`src/rtl/alu_pkg.sv`:
```
// Shared constants and types for the ALU sequencing controller.
// Opcodes, flag bit positions and controller state encoding.
package alu_pkg;

  localparam int DW    = 8;
  localparam int NREG  = 4;
  localparam int RW    = 2;
  localparam int CNT_W = 3;

  localparam logic [3:0] OP_ADD  = 4'b0000;
  localparam logic [3:0] OP_ADDC = 4'b0001;
  localparam logic [3:0] OP_SUB  = 4'b0010;
  localparam logic [3:0] OP_SUBB = 4'b0011;
  localparam logic [3:0] OP_NOT  = 4'b0100;
  localparam logic [3:0] OP_AND  = 4'b0101;
  localparam logic [3:0] OP_OR   = 4'b0110;
  localparam logic [3:0] OP_XOR  = 4'b0111;
  localparam logic [3:0] OP_SAL  = 4'b1000;
  localparam logic [3:0] OP_SAR  = 4'b1001;
  localparam logic [3:0] OP_SLL  = 4'b1010;
  localparam logic [3:0] OP_SLR  = 4'b1011;
  localparam logic [3:0] OP_RL   = 4'b1100;
  localparam logic [3:0] OP_RR   = 4'b1101;
  localparam logic [3:0] OP_RLC  = 4'b1110;
  localparam logic [3:0] OP_RRC  = 4'b1111;

  localparam int FLG_C = 3;
  localparam int FLG_Z = 2;
  localparam int FLG_S = 1;
  localparam int FLG_P = 0;

  typedef enum logic [1:0] {
    S_IDLE = 2'd0,
    S_EXEC = 2'd1,
    S_DONE = 2'd2
  } state_t;

  typedef struct packed {
    logic [DW-1:0] a;
    logic [DW-1:0] b;
    logic [3:0]    op;
    logic [3:0]    flg;
  } aluDrv_t;

endpackage

```
`src/rtl/alu_seq_regfile.sv`:
```
// NREG x DW register file: two async read ports, one sync write port.
// Contents clear asynchronously on rst_n.
module alu_seq_regfile
  import alu_pkg::*;
(
  input  logic          clk,
  input  logic          rst_n,
  input  logic          we,
  input  logic [RW-1:0] wAddr,
  input  logic [DW-1:0] wData,
  input  logic [RW-1:0] rAddrA,
  input  logic [RW-1:0] rAddrB,
  output logic [DW-1:0] rDataA,
  output logic [DW-1:0] rDataB
);

  logic [DW-1:0] mem [NREG];

  always_ff @(posedge clk or negedge rst_n) begin
    if (!rst_n) begin
      for (int i = 0; i < NREG; i++)
        mem[i] <= '0;
    end else if (we) begin
      mem[wAddr] <= wData;
    end
  end

  assign rDataA = mem[rAddrA];
  assign rDataB = mem[rAddrB];

endmodule

```
`src/rtl/alu_seq_ctrl.sv`:
```
// Sequencer for the 8-bit ALU: regfile, flags, multi-pass execution.
// ALU_SEQ_CTRL_PASS_CNT_EN adds a saturating EXEC-cycle counter port.
module alu_seq_ctrl
  import alu_pkg::*;
(
  input  logic             clk,
  input  logic             rst_n,
  input  logic             cmd_valid,
  output logic             cmd_ready,
  input  logic             cmd_ld,
  input  logic [3:0]       cmd_op,
  input  logic [RW-1:0]    cmd_dst,
  input  logic [RW-1:0]    cmd_srca,
  input  logic [RW-1:0]    cmd_srcb,
  input  logic             cmd_imm_en,
  input  logic [DW-1:0]    cmd_imm,
  input  logic [CNT_W-1:0] cmd_cnt,
  output logic             rsp_valid,
  input  logic             rsp_ready,
  output logic [DW-1:0]    rsp_data,
  output logic [3:0]       rsp_flags,
  output logic [DW-1:0]    alu_a,
  output logic [DW-1:0]    alu_b,
  output logic [3:0]       alu_op,
  output logic             alu_cin,
  output logic             alu_zin,
  output logic             alu_sin,
  output logic             alu_pin,
  input  logic [DW-1:0]    alu_out,
  input  logic             alu_c,
  input  logic             alu_z,
  input  logic             alu_s,
  input  logic             alu_p
`ifdef ALU_SEQ_CTRL_PASS_CNT_EN
  ,
  output logic [15:0]      pass_cnt
`endif
);

  state_t            state, nextState;
  logic [DW-1:0]     acc, opB;
  logic [3:0]        opR;
  logic [RW-1:0]     dstR;
  logic [CNT_W-1:0]  cnt;
  logic [3:0]        flags;
  logic [3:0]        aluFlg;
  logic [DW-1:0]     rDataA, rDataB;
  logic              rfWe;
  logic [RW-1:0]     rfWAddr;
  logic [DW-1:0]     rfWData;
  logic              accept;
  logic              exec;
  aluDrv_t           live, hold, drv;

  assign aluFlg = {alu_c, alu_z, alu_s, alu_p};
  assign exec   = (state == S_EXEC);
  assign accept = (state == S_IDLE) && cmd_valid;

  alu_seq_regfile uRegs (
    .clk    (clk),
    .rst_n  (rst_n),
    .we     (rfWe),
    .wAddr  (rfWAddr),
    .wData  (rfWData),
    .rAddrA (cmd_srca),
    .rAddrB (cmd_srcb),
    .rDataA (rDataA),
    .rDataB (rDataB)
  );

  always_ff @(posedge clk or negedge rst_n) begin
    if (!rst_n) state <= S_IDLE;
    else        state <= nextState;
  end

  always_comb begin
    nextState = state;
    cmd_ready = 1'b0;
    rfWe      = 1'b0;
    rfWAddr   = dstR;
    rfWData   = alu_out;
    unique case (state)
      S_IDLE: begin
        cmd_ready = 1'b1;
        rfWAddr   = cmd_dst;
        rfWData   = cmd_imm;
        rfWe      = cmd_valid && cmd_ld;
        if (cmd_valid)
          nextState = cmd_ld ? S_DONE : S_EXEC;
      end
      S_EXEC: begin
        if (cnt == '0) begin
          rfWe      = 1'b1;
          nextState = S_DONE;
        end
      end
      S_DONE: begin
        if (rsp_ready) nextState = S_IDLE;
      end
      default: nextState = S_IDLE;
    endcase
  end

  // ALU drive is live during EXEC and frozen at its last value otherwise.
  assign live = '{a: acc, b: opB, op: opR, flg: flags};
  assign drv  = exec ? live : hold;

  assign alu_a   = drv.a;
  assign alu_b   = drv.b;
  assign alu_op  = drv.op;
  assign alu_cin = drv.flg[FLG_C];
  assign alu_zin = drv.flg[FLG_Z];
  assign alu_sin = drv.flg[FLG_S];
  assign alu_pin = drv.flg[FLG_P];

  assign rsp_valid = (state == S_DONE);

  always_ff @(posedge clk or negedge rst_n) begin
    if (!rst_n) begin
      acc       <= '0;
      opB       <= '0;
      opR       <= '0;
      dstR      <= '0;
      cnt       <= '0;
      flags     <= '0;
      hold      <= '0;
      rsp_data  <= '0;
      rsp_flags <= '0;
    end else begin
      if (accept) begin
        opR  <= cmd_op;
        dstR <= cmd_dst;
        acc  <= rDataA;
        opB  <= cmd_imm_en ? cmd_imm : rDataB;
        cnt  <= cmd_ld ? '0 : cmd_cnt;
        if (cmd_ld) rsp_data <= cmd_imm;
      end
      if (exec) begin
        acc   <= alu_out;
        flags <= aluFlg;
        hold  <= live;
        if (cnt == '0) begin
          rsp_data  <= alu_out;
          rsp_flags <= aluFlg;
        end else begin
          cnt <= cnt - 1'b1;
        end
      end
    end
  end

`ifdef ALU_SEQ_CTRL_PASS_CNT_EN
  always_ff @(posedge clk or negedge rst_n) begin
    if (!rst_n)
      pass_cnt <= '0;
    else if (exec && pass_cnt != 16'hFFFF)
      pass_cnt <= pass_cnt + 1'b1;
  end
`endif

endmodule
```
`config.mk`:
```
export PLATFORM = sky130hd
export DESIGN_NAME = alu_seq_ctrl
export DESIGN_NICKNAME = d
export VERILOG_FILES = /design/src/rtl/alu_pkg.sv /design/src/rtl/alu_seq_regfile.sv /design/src/rtl/alu_seq_ctrl.sv
export SDC_FILE = /design/constraint.sdc
export NUM_CORES = 1
export LEC_CHECK = 0
export CORE_ASPECT_RATIO = 1.1
export CORE_MARGIN = 3
export CORE_UTILIZATION = 53
export DETAILED_ROUTE_END_ITERATION = 12
export PLACE_DENSITY_LB_ADDON = 0.25
export SYNTH_ARGS = -nofsm -noshare
export SYNTH_HDL_FRONTEND = slang
export SYNTH_SLANG_ARGS = --single-unit
export TNS_END_PERCENT = 30
```
`constraint.sdc`:
```
create_clock -name clk -period 2.4 [get_ports clk]
set_input_delay 0.48 -clock clk [delete_from_list [all_inputs] [get_ports clk]]
set_output_delay 0.48 -clock clk [all_outputs]
set_load 0.1 [all_outputs]
```
==> results.sh <==
export IMPL_outcome="completed"
export IMPL_area_growth_synth_to_final_pct=30.0
export IMPL_finish_utilization_pct=72.8
export IMPL_critPathKind="flop to output pin"
export IMPL_deepest_level_of_the_cts_h_tree=3
export IMPL_final_fill_count=544
export IMPL_postRouteAntennaNets=0
export IMPL_final_period_utilization_pct=94.1
export IMPL_netlist_area_leader_share_pct=54.5
export IMPL_number_of_sinks_driven_by_the_clock_tree=99
export IMPL_drive_above_1_share_pct=28.6
export IMPL_floorplan_initialDensity_pct=56.0
export IMPL_synthesis_nets=441
export IMPL_postSynth_topFlopCell="sky130_fd_sc_hd__dfrtp_1"
export IMPL_placementRows=34
export IMPL_fp_dieArea_um2=9730
export IMPL_timing_final_hold_violations=0
export IMPL_syn_avg_cell_area_um2=11.4
export IMPL_critical_path_slowest_cell="sky130_fd_sc_hd__dfrtp_1"
export IMPL_worst_path_arrival_ps=1780
export IMPL_gp_routability_congestion=0.821
export IMPL_global_route_usage_total_pct=22.4
export IMPL_multi_input_gate_area_um2=1960
export IMPL_clk_path_buf_depth=2
export IMPL_crit_path_max_incr_delay_ps=510
export IMPL_rsz0062_at_grt="no"
export IMPL_largest_net_degree_at_the_start_of_global_routing=41
export IMPL_netlist_cell_type_count=26
export IMPL_vias=3261
export IMPL_grt_overflow_total=0
export IMPL_timing_critical_path_fanout_max=36
export IMPL_timing_critical_path_mode_cell="sky130_fd_sc_hd__nand2_1"
export IMPL_synth_cell_area_um2=4550
export IMPL_crit_path_cell_trace="nand2b_1, buf_6, nand2_1, nand2_1, buf_12"
export IMPL_maxSlewViolCount=0
export IMPL_grt_antenna_before_repair=0
export IMPL_clk_pin_slew_worst_paths_ps=100
export IMPL_skew_ps=11.2
export IMPL_hold_path_class="primary input to async pin"
export IMPL_register_area_um2=2480
export IMPL_synth_seq_area_share_pct=54.5
export IMPL_post_dp_hpwl_um=7490
export IMPL_core_region_area_um2=8130
export IMPL_synth_ff_latch_count=99
export IMPL_synth_enable_flop_cells=0
export IMPL_crit_path_start_kind="flop"
export IMPL_worstMarginPinSlew_ps=579
export IMPL_drc=0
export IMPL_synth_top_cell_by_area="sky130_fd_sc_hd__dfrtp_1"
export IMPL_max_cap_violations=0
export IMPL_crit_reg2reg_capture="uRegs.mem[7]"
export IMPL_die_width_um=94.3
export IMPL_max_freq_ghz=0.443
export IMPL_cp_required_ps=1920
export IMPL_drt_vias_per_instance=5.53
export IMPL_synthesis_instances=400
export IMPL_die_height_um=103
export IMPL_drt_first_iter_violations=146
export IMPL_post_cts_setup_buffers=0
export IMPL_totalNegativeSetupSlack_ps=0
export IMPL_yosys_top_cells_area="sky130_fd_sc_hd__dfrtp_1 54%, sky130_fd_sc_hd__mux2_2 11%, sky130_fd_sc_hd__nand2_1 9.8%"
export IMPL_wl_per_cell_um=17.2
export IMPL_clk_insertion_delay_late_ps=370
export IMPL_drt_first_pass_iters=4
export IMPL_port_buffers=76
export IMPL_grt_pass1_wl_um=16800
export IMPL_layout_nets=518
export IMPL_synth_commonest_cells="119 x sky130_fd_sc_hd__nand2_1, 99 x sky130_fd_sc_hd__dfrtp_1, 45 x sky130_fd_sc_hd__mux2_2"
export IMPL_setup_viol_count_final=0
export IMPL_async_reset_ff_share_pct=100
export IMPL_ys_warnings_count=0
export IMPL_tritoncts="built"
export IMPL_finalWirelength_um=10100
export IMPL_r2r_start="cnt[0]"
export IMPL_rr_worst_depth=6
export IMPL_critical_path_endpoint_type="output pin"
export IMPL_worst_slew_margin_pct=61.3
export IMPL_tritoncts_buffers=9
export IMPL_cts_root_buffer_cell="sky130_fd_sc_hd__clkbuf_8"
export IMPL_first_global_vias=3359
export IMPL_r2r_slack_ps=330
export IMPL_num_io_pins=77
export IMPL_diodes=0
export IMPL_post_synth_top_count_cell="sky130_fd_sc_hd__nand2_1"
export IMPL_fin_crit_period_ps=2260
-- critical path: cells and delay by family (launching register included) --
kind / cells / cell delay, ps
DFF: 1 / 510
buffers and inverters: 2 / 460
and+or+nand+nor: 3 / 430
-- metrics by stage --
stage | area, um2 | hold WS, ps | instances | worst slack [ps]
6_report | 5910 | 65.4 | 590 | 141
5_1_grt | 5910 | 93.8 | 590 | 28.3
4_1_cts | 5910 | 74.5 | 590 | 62.1
3_5_place_dp | 5700 | 462 | 574 | 44.7
3_3_place_gp | 5700 | 457 | 574 | 116
2_1_floorplan | 4550 | 184 | 400 | 2.89
-- state kept, by name (all words and copies together) (netlist names) --
register and flops:
acc 8, cnt 3, dstR 2, flags 4, hold 24, opB 8, opR 4, rsp_data 8
rsp_flags 4, state 2, uRegs.mem 32
-- cells by family (layout without fill, tap and decap cells) --
kind of cell | count (synthesis) | after routing | synth area share (%)
and+or+nand+nor | 149 | 149 | 14.1
DFF | 99 | 99 | 54.5
muxes | 80 | 80 | 23.5
AOI/OAI and AO/OA | 43 | 43 | 4.95
buffers and inverters | 27 | 109 | 2.42
adders and majority gates | 2 | 2 | 0.550
-- worst max-delay path by stage --
stage	startpoint	to	slack (ps)	depth (start not counted)
global route	state[1]	alu_a[4]	30	5
floorplan	state[0]	alu_b[0]	3	5
detailed placement	cmd_ld	uRegs.mem[7]	40	5
global placement	cmd_ld	uRegs.mem[5]	120	5
finish	state[1]	alu_a[4]	140	5
CTS	state[1]	alu_a[4]	60	5
-- routing by layer --
| metal | part of all wire (%) | global-route usage, % |
|---|---|---|
| met3 | 4.2 | 3.18 |
| met1 | 43 | 30.1 |
| met4 | 2.2 | 9.56 |
| met5 | 0 | 0 |
| met2 | 50 | 37.1 |
-- what timing repair did --
action,4_1_cts,5_1_grt
endpoints found under the hold margin,0,0
setup endpoints to repair,0,12
hold buffers,0,0
gates resized for setup,0,1
-- cells in the final DEF (no fill, tap or decap), types with 3 or more instances in the layout --
cell type	instances
sky130_fd_sc_hd__a21oi_1	28
sky130_fd_sc_hd__buf_12	28
sky130_fd_sc_hd__buf_4	22
sky130_fd_sc_hd__clkbuf_8	10
sky130_fd_sc_hd__clkdlybuf4s50_1	37
sky130_fd_sc_hd__clkinvlp_4	3
sky130_fd_sc_hd__dfrtp_1	99
sky130_fd_sc_hd__inv_1	5
sky130_fd_sc_hd__mux2_2	45
sky130_fd_sc_hd__mux2i_1	18
sky130_fd_sc_hd__mux4_2	16
sky130_fd_sc_hd__nand2_1	119
sky130_fd_sc_hd__nor2_1	17
sky130_fd_sc_hd__o21ai_0	11
-- layout make-up --
cell class              instances  share of cell area (%)
repair buffers                 88                    18.7
multi-input cells             274                    33.2
inverters                       5                   0.317
flip-flops and latches         99                    41.9
clock buffers                  10                    2.33
well taps                     108                    2.29
clock inverters                 6                    1.23
Power is not shown: default switching activity piles up to over one toggle a cycle in this logic, so the estimate is an artifact.
